### src/rtl/booth_mul_arbiter_if.sv
// booth_mul_arbiter_if
// Bundles every handshake and bus signal around the shared Booth multiplier:
//   req_*     per-requester valid/ready request channel with operand slices
//   mul_*     start pulse and operands to the datapath, product/done from it
//   rsp_*     single valid/ready response channel (id, product, error flag)
//   err_sticky  watchdog history flag
// Modports:
//   slave   the arbiter side (drives req_ready, mul_*, rsp_*, err_sticky)
//   master  the requester/datapath/consumer side (drives everything else)
interface booth_mul_arbiter_if #(
    parameter int NUM_REQ = 4,
    parameter int ID_W    = 2
);
    logic [NUM_REQ-1:0]   req_valid;
    logic [NUM_REQ-1:0]   req_ready;
    logic [8*NUM_REQ-1:0] req_a;
    logic [8*NUM_REQ-1:0] req_b;

    logic                 mul_start;
    logic [7:0]           mul_multiplier;
    logic [7:0]           mul_multiplicand;
    logic [15:0]          mul_product;
    logic                 mul_done;

    logic                 rsp_valid;
    logic                 rsp_ready;
    logic [ID_W-1:0]      rsp_id;
    logic [15:0]          rsp_product;
    logic                 rsp_err;
    logic                 err_sticky;

    modport slave (
        input  req_valid, req_a, req_b, mul_product, mul_done, rsp_ready,
        output req_ready, mul_start, mul_multiplier, mul_multiplicand,
               rsp_valid, rsp_id, rsp_product, rsp_err, err_sticky
    );

    modport master (
        output req_valid, req_a, req_b, mul_product, mul_done, rsp_ready,
        input  req_ready, mul_start, mul_multiplier, mul_multiplicand,
               rsp_valid, rsp_id, rsp_product, rsp_err, err_sticky
    );
endinterface

### src/rtl/booth_mul_arbiter.sv
// booth_mul_arbiter
// Round-robin arbiter and sequencer sharing one 8x8 Booth multiplier among
// NUM_REQ requesters. One transaction at a time: grant, start pulse, wait for
// the datapath to go busy and come back, then present the product on the
// response channel. A watchdog turns a datapath that never starts or never
// finishes into an error response.
// Ports:
//   clk    rising-edge clock
//   reset  synchronous, active-low reset
//   bus    booth_mul_arbiter_if.slave (request, datapath and response signals)
module booth_mul_arbiter #(
    parameter int NUM_REQ = 4,
    parameter int ID_W    = 2,
    parameter int TIMEOUT = 16
) (
    input logic                 clk,
    input logic                 reset,
    booth_mul_arbiter_if.slave  bus
);
    localparam int PTR_W = $clog2(NUM_REQ);
    localparam int CNT_W = $clog2(TIMEOUT + 1);

    typedef enum logic [2:0] {IDLE, ISSUE, WAIT_BUSY, WAIT_DONE, RESP} state_t;

    state_t            state;
    logic [PTR_W-1:0]  rr_ptr;
    logic [7:0]        op_a;
    logic [7:0]        op_b;
    logic [ID_W-1:0]   id_reg;
    logic [CNT_W-1:0]  wd_cnt;
    logic              busy_hits;

    logic              grant_found;
    logic [PTR_W-1:0]  grant_idx;
    logic [PTR_W:0]    scan_sum;
    logic              capture_now;
    logic              abort_now;

    // Round-robin search: the first valid requester at or after rr_ptr wins.
    // scan_sum is one bit wider so rr_ptr+k can wrap with a single subtract.
    always_comb begin
        grant_found = 1'b0;
        grant_idx   = '0;
        scan_sum    = '0;
        for (int k = 0; k < NUM_REQ; k++) begin
            scan_sum = {1'b0, rr_ptr} + (PTR_W+1)'(k);
            if (scan_sum >= (PTR_W+1)'(NUM_REQ)) begin
                scan_sum = scan_sum - (PTR_W+1)'(NUM_REQ);
            end
            if (!grant_found && bus.req_valid[scan_sum[PTR_W-1:0]]) begin
                grant_found = 1'b1;
                grant_idx   = scan_sum[PTR_W-1:0];
            end
        end
    end

    // The accept pulse has to land in the same cycle the request is seen,
    // so it is the only combinational output; it is held off during reset.
    always_comb begin
        bus.req_ready = '0;
        if (reset && state == IDLE && grant_found) begin
            bus.req_ready[grant_idx] = 1'b1;
        end
    end

    // Completion and watchdog decisions. In WAIT_BUSY a done level seen on
    // two consecutive cycles means the datapath never picked up the start.
    always_comb begin
        capture_now = 1'b0;
        abort_now   = 1'b0;
        case (state)
            WAIT_BUSY: abort_now = bus.mul_done && busy_hits;
            WAIT_DONE: begin
                capture_now = bus.mul_done;
                abort_now   = !bus.mul_done && (wd_cnt == CNT_W'(TIMEOUT - 1));
            end
            default: ;
        endcase
    end

    // Operand buses come straight from the op registers, which are only
    // non-zero between the grant and the end of WAIT_DONE.
    assign bus.mul_multiplier   = op_a;
    assign bus.mul_multiplicand = op_b;

    // Main sequencer with registered outputs.
    always_ff @(posedge clk) begin
        if (!reset) begin
            state           <= IDLE;
            rr_ptr          <= '0;
            op_a            <= '0;
            op_b            <= '0;
            id_reg          <= '0;
            wd_cnt          <= '0;
            busy_hits       <= 1'b0;
            bus.mul_start   <= 1'b0;
            bus.rsp_valid   <= 1'b0;
            bus.rsp_id      <= '0;
            bus.rsp_product <= '0;
            bus.rsp_err     <= 1'b0;
            bus.err_sticky  <= 1'b0;
        end else begin
            bus.mul_start <= 1'b0;
            if (capture_now || abort_now) begin
                state           <= RESP;
                bus.rsp_valid   <= 1'b1;
                bus.rsp_id      <= id_reg;
                bus.rsp_product <= capture_now ? bus.mul_product : 16'h0000;
                bus.rsp_err     <= abort_now;
                op_a            <= '0;
                op_b            <= '0;
                if (abort_now) begin
                    bus.err_sticky <= 1'b1;
                end
            end else begin
                case (state)
                    IDLE: begin
                        if (grant_found) begin
                            op_a          <= bus.req_a[{grant_idx, 3'b000} +: 8];
                            op_b          <= bus.req_b[{grant_idx, 3'b000} +: 8];
                            id_reg        <= ID_W'(grant_idx);
                            rr_ptr        <= (grant_idx == PTR_W'(NUM_REQ - 1)) ?
                                             '0 : grant_idx + 1'b1;
                            bus.mul_start <= 1'b1;
                            state         <= ISSUE;
                        end
                    end
                    ISSUE: begin
                        busy_hits <= 1'b0;
                        state     <= WAIT_BUSY;
                    end
                    WAIT_BUSY: begin
                        if (!bus.mul_done) begin
                            wd_cnt <= '0;
                            state  <= WAIT_DONE;
                        end else begin
                            busy_hits <= 1'b1;
                        end
                    end
                    WAIT_DONE: begin
                        wd_cnt <= wd_cnt + 1'b1;
                    end
                    RESP: begin
                        if (bus.rsp_ready) begin
                            bus.rsp_valid <= 1'b0;
                            state         <= IDLE;
                        end
                    end
                    default: state <= IDLE;
                endcase
            end
        end
    end
endmodule
### src/flat_wrapper.sv
// flat-port wrapper written by rule: the top's interface ports become plain ports
module booth_mul_arbiter_flat 
#(
    parameter int NUM_REQ = 4,
    parameter int ID_W    = 2,
    parameter int TIMEOUT = 16
)
  (clk, reset, bus_req_valid, bus_req_a, bus_req_b, bus_mul_product, bus_mul_done, bus_rsp_ready, bus_req_ready, bus_mul_start, bus_mul_multiplier, bus_mul_multiplicand, bus_rsp_valid, bus_rsp_id, bus_rsp_product, bus_rsp_err, bus_err_sticky);
  booth_mul_arbiter_if #(.NUM_REQ(NUM_REQ), .ID_W(ID_W)) bus_i ();
  input logic clk;
  input logic reset;
  input wire logic [$bits(bus_i.req_valid)-1:0] bus_req_valid;
  input wire logic [$bits(bus_i.req_a)-1:0] bus_req_a;
  input wire logic [$bits(bus_i.req_b)-1:0] bus_req_b;
  input wire logic [$bits(bus_i.mul_product)-1:0] bus_mul_product;
  input wire logic [$bits(bus_i.mul_done)-1:0] bus_mul_done;
  input wire logic [$bits(bus_i.rsp_ready)-1:0] bus_rsp_ready;
  output wire logic [$bits(bus_i.req_ready)-1:0] bus_req_ready;
  output wire logic [$bits(bus_i.mul_start)-1:0] bus_mul_start;
  output wire logic [$bits(bus_i.mul_multiplier)-1:0] bus_mul_multiplier;
  output wire logic [$bits(bus_i.mul_multiplicand)-1:0] bus_mul_multiplicand;
  output wire logic [$bits(bus_i.rsp_valid)-1:0] bus_rsp_valid;
  output wire logic [$bits(bus_i.rsp_id)-1:0] bus_rsp_id;
  output wire logic [$bits(bus_i.rsp_product)-1:0] bus_rsp_product;
  output wire logic [$bits(bus_i.rsp_err)-1:0] bus_rsp_err;
  output wire logic [$bits(bus_i.err_sticky)-1:0] bus_err_sticky;
  assign bus_i.req_valid = bus_req_valid;
  assign bus_i.req_a = bus_req_a;
  assign bus_i.req_b = bus_req_b;
  assign bus_i.mul_product = bus_mul_product;
  assign bus_i.mul_done = bus_mul_done;
  assign bus_i.rsp_ready = bus_rsp_ready;
  assign bus_req_ready = bus_i.req_ready;
  assign bus_mul_start = bus_i.mul_start;
  assign bus_mul_multiplier = bus_i.mul_multiplier;
  assign bus_mul_multiplicand = bus_i.mul_multiplicand;
  assign bus_rsp_valid = bus_i.rsp_valid;
  assign bus_rsp_id = bus_i.rsp_id;
  assign bus_rsp_product = bus_i.rsp_product;
  assign bus_rsp_err = bus_i.rsp_err;
  assign bus_err_sticky = bus_i.err_sticky;
  booth_mul_arbiter #(.NUM_REQ(NUM_REQ), .ID_W(ID_W), .TIMEOUT(TIMEOUT)) u_core (.clk(clk), .reset(reset), .bus(bus_i));
endmodule
### config.mk
export PLATFORM = sky130hd
export DESIGN_NAME = booth_mul_arbiter_flat
export DESIGN_NICKNAME = d
export VERILOG_FILES = /design/src/rtl/booth_mul_arbiter_if.sv /design/src/rtl/booth_mul_arbiter.sv /design/src/flat_wrapper.sv
export SDC_FILE = /design/constraint.sdc
export NUM_CORES = 1
export LEC_CHECK = 0
export BUFFER_PORTS_ARGS = -buffer_cell sky130_fd_sc_hd__buf_2
export CAP_MARGIN = 20
export CORE_MARGIN = 1.5
export CORE_UTILIZATION = 47
export CTS_BUF_LIST = sky130_fd_sc_hd__clkbuf_8
export CTS_CLUSTER_DIAMETER = 200
export CTS_CLUSTER_SIZE = 12
export DETAILED_ROUTE_END_ITERATION = 10
export MAX_ROUTING_LAYER = met4
export PLACE_DENSITY = 0.83
export SLEW_MARGIN = 20
export SYNTH_ARGS = -nofsm -noshare
export SYNTH_HDL_FRONTEND = slang
export SYNTH_SLANG_ARGS = --single-unit
export TNS_END_PERCENT = 20
### constraint.sdc
create_clock -name clk -period 2.2 [get_ports clk]
set_input_delay 0.11 -clock clk [delete_from_list [all_inputs] [get_ports clk]]
set_output_delay 0.11 -clock clk [all_outputs]
set_load 0.05 [all_outputs]
==> flow_summary.json, run 1 <==
{
  "crit_required_ns": 2.09,
  "reg2reg_from": "u_core.wd_cnt[0]",
  "relSlewSlack_pct": 39.73,
  "gp_congestion": 0.8661,
  "vdd_drop_max_mv": 0.4129,
  "maxSlewViolCount": 0,
  "cp-end-kind": "output pin",
  "skew_ns": 0.007900,
  "worst-slew-pin-transition_ns": 0.9008,
  "nFillCells": 439,
  "hold_viol_final": 0,
  "ios": 130,
  "drt-pass1-iter-count": 4,
  "final_common_cell": "buf_2",
  "multi_input_area_sq_um": 1343,
  "fin_util_pct": 64.31,
  "largest-register": "u_core.bus.rsp_product",
  "fin_tns_setup_ns": 0,
  "rsz0062_at_grt": "no",
  "via_per_inst": 5.287,
  "wl_per_cell_um": 13.57,
  "n_antenna_cell": 0,
  "cts_setup_buffers": 0,
  "netlist_area_sq_um": 2516,
  "worst_hold_path.num_cells": 2,
  "ant_nets": 0,
  "reg2reg_depth": 9,
  "leakage_nw": 1.560,
  "rows": 26,
  "hp-start": "bus_mul_product[12]",
  "setup.worst_path.class": "reg -> out",
  "fin_crit_ns": 2.067,
  "r2r-end": "u_core.bus.mul_multiplier[6]",
  "synth_warnings": 0,
  "ys_seq_elements": 51,
  "hold_class": "in -> reg",
  "start_util_pct": 48.95,
  "largest_reg_flops": 16,
  "cp-start-kind": "flip-flop",
  "critPathArrivalTime_ns": 1.96,
  "dieArea_sq_um": 5801,
  "fin_nets": 462,
  "overflow": 0,
  "syn_nets": 337,
  "seqCellArea_sq_um": 1021,
  "cts.sinks": 51,
  "max_freq_mhz": 483.7,
  "die_w_um": 76.17,
  "avgSynthCellArea_sq_um": 10.35,
  "cts_tree": "built",
  "drv_cap": 0,
  "final_cell_mix": "129 x buf_2, 51 x dfxtp_1, 35 x mux2i_1",
  "synth-seq-area-share_pct": 40.58,
  "worstPathMaxFanout": 6,
  "grt_pass1_vias": 2156,
  "layout-drive-gt1-share_pct": 43.63,
  "core_sq_um": 5140,
  "ys_top_cells_by_area": "dfxtp_1 41%, mux2i_1 14%, o221ai_2 5.4%",
  "antenna_found_initial": 0,
  "yosysUniqueCellTypes": 43,
  "drc": 0,
  "port_buffers": 129,
  "fin_crit_sh_pct": 93.97,
  "synth_cells": 243,
  "synthFlopType": "dfxtp_1",
  "die_y_um": 76.17,
  "reg2reg_slack_ns": 0.19,
  "area_growth_pct": 31.38,
  "synth_top_cell_by_area": "dfxtp_1",
  "cts_buffers": 5,
  "synth_top_area_share_pct": 40.58,
  "hold_end": "u_core.bus.rsp_product[12]",
  "routed_wl_um": 5959,
  "clk_latency_ns": 0.30,
  "grt_usage_pct": 20.37,
  "drt_iter0_markers": 109,
  "clockRootBuffer": "clkbuf_8",
  "synth-edff-count": 0,
  "vias": 2321,
  "power.density_nw_per_um2": 908.9,
  "clockBufferDepth": 2,
  "grt_pass1_wl_um": 9432,
  "h-tree-depth": 2,
  "status": "finished, final reports clean",
  "grt_max_degree": 32,
  "clkTransAtPathRegs_ns": 0.10,
  "dpl.hpwl_um": 4611,
  "setup_viol": 0,
  "synthArstFlopShare_pct": 0
}
## worst max-delay path, stage by stage, from the launching register on
cell      delay, ns
dfxtp_1        0.39
nand2b_1       0.15
a21oi_2        0.08
a211oi_4       0.34
inv_2          0.12
ha_1           0.21
and3_1         0.16
buf_2          0.21
## cell usage after synthesis (all sizes together) (4+ instances only)
cell and instances:
a21oi 12, a22o 15, and3 5, buf 13, clkbuf 4, dfxtp 51
ha 6, inv 8, mux2i 35, nand2 9, nand2b 4, nand3 21
nor2 17, nor4 4, o21ai 5, o221ai 16
## kinds of logic after synthesis
family | after synthesis | share of synthesized area (%)
AND/OR/NAND/NOR | 66 | 14.07
AO/OA/AOI/OAI | 57 | 20.34
flip-flops | 51 | 40.58
multiplexers | 35 | 13.92
buffers and inverters | 25 | 7.061
adder cells (fa/ha/maj) | 6 | 2.984
XOR/XNOR | 3 | 1.044
## power breakdown
| part | internal (mW) | switching (mW) | leakage [nW] |
|---|---|---|---|
| logic | 0.394 | 0.802 | 1.09 |
| clock network | 0.345 | 0.318 | 0.0587 |
| registers | 1.05 | 0.0943 | 0.416 |
| total | 1.79 | 1.21 | 1.56 |
## worst max path at each step
| stage | start | to | slack [ns] | cells after the start |
|---|---|---|---|---|
| 2_1_floorplan | u_core.rr_ptr[0] | bus_req_ready[1] | 0.38 | 8 |
| 3_3_place_gp | u_core.state[0] | u_core.bus.mul_multiplier[1] | 0.10 | 3 |
| 3_5_place_dp | u_core.state[0] | u_core.bus.mul_multiplier[2] | -0.03 | 3 |
| 4_1_cts | u_core.wd_cnt[0] | u_core.bus.mul_multiplier[2] | 0.05 | 8 |
| 5_1_grt | u_core.rr_ptr[0] | bus_req_ready[0] | 0.01 | 7 |
| 6_report | u_core.rr_ptr[0] | bus_req_ready[2] | 0.13 | 7 |
## routing by layer
layer  GRT usage, %  wire (um)  up-vias  part of all wire, %
met2          34.77       2994       84                   50
met1          23.30       2485     1062                   42
li1               -          -     1161                    -
met3          4.431        324       14                  5.4
met5              -          0        -                    0
met4          8.148        155        0                  2.6
## through the flow
stage	setup slack, ns	std cells	hold slack [ns]	cell area (sq um)	power [mW]
floorplan	0.3848	243	0.2355	2516	2.114
global placement	0.1026	429	0.3183	3146	2.314
detailed placement	-0.02595	429	0.3258	3146	2.344
CTS	0.05106	437	0.003777	3271	3.008
global route	0.01127	439	0.0007862	3306	3.161
finish	0.1326	439	0.01195	3306	3.005
## final cells by class
cell class	instances	area share (%)
inverters	8	0.9084
repair buffers	135	21.42
clock buffers	5	2.082
clock inverters	3	1.438
flip-flops and latches	51	30.89
multi-input cells	167	40.61
well taps	70	2.650
## repair_timing
action	in CTS	in global routing
resized for setup	1	3
hold buffers	0	2
pin swaps	0	1
endpoints found under the hold margin	0	2
setup endpoints to repair	9	18
Note: power is estimated with default switching activity, not from simulation.
==> inputs of run 2 (changes only) <==
--- a/config.mk
+++ b/config.mk
@@ -8,13 +8,13 @@
 export BUFFER_PORTS_ARGS = -buffer_cell sky130_fd_sc_hd__buf_2
 export CAP_MARGIN = 20
 export CORE_MARGIN = 1.5
-export CORE_UTILIZATION = 47
+export CORE_UTILIZATION = 40
 export CTS_BUF_LIST = sky130_fd_sc_hd__clkbuf_8
 export CTS_CLUSTER_DIAMETER = 200
 export CTS_CLUSTER_SIZE = 12
 export DETAILED_ROUTE_END_ITERATION = 10
 export MAX_ROUTING_LAYER = met4
-export PLACE_DENSITY = 0.83
+export PLACE_DENSITY = 0.72
 export SLEW_MARGIN = 20
 export SYNTH_ARGS = -nofsm -noshare
 export SYNTH_HDL_FRONTEND = slang
==> flow_summary.json, run 2 (same netlist as run 1, synthesis figures left out) <==
{
  "status": "finished, final reports clean",
  "ant_nets": 0,
  "drv_cap": 0,
  "drt-pass1-iter-count": 4,
  "h-tree-depth": 2,
  "hold_viol_final": 0,
  "clockRootBuffer": "clkbuf_8",
  "worstPathMaxFanout": 16,
  "post-place-cells": 435,
  "cp-start-kind": "flip-flop",
  "grt_pass1_wl_um": 9715,
  "layout-drive-gt1-share_pct": 43.04,
  "start_util_pct": 42.00,
  "multi_input_area_sq_um": 1335,
  "grt_max_degree": 32,
  "largest-register": "u_core.bus.rsp_product",
  "hold_class": "in -> reg",
  "setup.worst_path.class": "reg -> reg",
  "max_freq_mhz": 486.0,
  "nFillCells": 526,
  "worst-slew-pin-transition_ns": 0.9955,
  "cts_tree": "built",
  "area_growth_pct": 35.85,
  "clkTransAtPathRegs_ns": 0.11,
  "crit_required_ns": 2.42,
  "dpl.hpwl_um": 4769,
  "power.density_nw_per_um2": 872.7,
  "setup_viol": 0,
  "via_per_inst": 5.204,
  "largest_reg_flops": 16,
  "clockBufferDepth": 2,
  "core_sq_um": 5991,
  "clk_latency_ns": 0.31,
  "relSlewSlack_pct": 33.39,
  "gp_congestion": 0.8419,
  "overflow": 0,
  "antenna_found_initial": 0,
  "die_y_um": 82.31,
  "cts.sinks": 51,
  "cts_buffers": 5,
  "rows": 28,
  "drc": 0,
  "critPathArrivalTime_ns": 2.28,
  "fin_ws_ns": 0.1422,
  "fin_crit_ns": 2.058,
  "grt_usage_pct": 19.38,
  "die_w_um": 82.31,
  "vias": 2373,
  "rsz0062_at_grt": "yes",
  "routed_wl_um": 6573,
  "fin_nets": 474,
  "n_antenna_cell": 0,
  "cp-end-kind": "flip-flop",
  "seqCellArea_sq_um": 1021,
  "ios": 130,
  "vdd_drop_max_mv": 0.4800,
  "final_cell_mix": "129 x buf_2, 51 x dfxtp_1, 35 x mux2i_1",
  "port_buffers": 129,
  "pre_cts_ws_ns": -0.06551,
  "dieArea_sq_um": 6775,
  "drt_iter0_markers": 141,
  "fin_crit_sh_pct": 93.54,
  "final_common_cell": "buf_2",
  "leakage_nw": 1.613,
  "maxSlewViolCount": 0,
  "instances_no_fill": 456,
  "wl_per_cell_um": 14.41,
  "grt_pass1_vias": 2071,
  "skew_ns": 0.01126
}
## run 2: where the power goes
part	total, mW	leakage (nW)	internal, mW	switching, mW
logic	1.25	1.15	0.438	0.815
clock network	0.582	0.0491	0.235	0.347
registers	1.15	0.416	1.05	0.0954
total	2.98	1.61	1.73	1.26
## run 2: area by class of cell
| type | count | share of cell area (%) |
|---|---|---|
| multi-input combinational | 167 | 39.06 |
| inverter | 8 | 0.8785 |
| timing repair buffer | 147 | 24.67 |
| clock buffer | 5 | 2.013 |
| tap | 75 | 2.745 |
| clock inverter | 3 | 0.7687 |
| sequential | 51 | 29.87 |
## run 2: path summary, 6_finish.rpt
| path | from | end | slack, ns | cells past startpoint |
|---|---|---|---|---|
| hold / removal | bus_mul_product[6] | u_core.bus.rsp_product[6] | 0.01 | 2 |
| hold reg to reg | u_core.bus.err_sticky | u_core.bus.err_sticky | 0.48 | 2 |
| setup / recovery | u_core.wd_cnt[0] | u_core.bus.mul_multiplier[2] | 0.14 | 9 |
| setup reg to reg | u_core.wd_cnt[0] | u_core.bus.mul_multiplier[2] | 0.14 | 9 |
## run 2: through the flow
step / util, % / power, mW / area [sq um] / hold slack, ns / setup TNS (ns)
after floorplan: - / 2.114 / 2516 / 0.2355 / 0
after global placement: 53.15 / 2.348 / 3184 / 0.3189 / 0
after detailed placement: 53.15 / 2.376 / 3184 / 0.3248 / -0.3029
after CTS: 56.52 / 2.982 / 3386 / 0.001705 / 0
after global routing: 57.06 / 3.148 / 3418 / 0.007882 / -0.06439
final: 57.06 / 2.983 / 3418 / 0.01466 / 0
## run 2: repair_timing
action,4_1_cts,5_1_grt
endpoints found under the hold margin,9,1
pin swaps,0,1
buffers inserted,0,3
gates resized for setup,2,0
hold buffers,9,1
setup endpoints to repair,16,6
cloned,0,0
## run 2: metal layers
metal  part of all wire [%]  track usage (%)  vias to the layer above  wire [um]
li1                       -                -                     1178          -
met1                     43            23.37                     1097       2831
met2                     49            31.06                       83       3242
met3                    5.3            4.286                       15        348
met4                    2.3            8.305                        0        150
met5                      0                -                        -          0
## run 2: critical path, cell delays in order (launching register included)
cell and delay (ns):
dfxtp_1 0.35, ha_1 0.21, and3_1 0.18, ha_1 0.18, nand2_1 0.14, a21oi_4 0.12, nor2_4 0.26, nand3_2 0.13
buf_12 0.20, o221ai_1 0.19
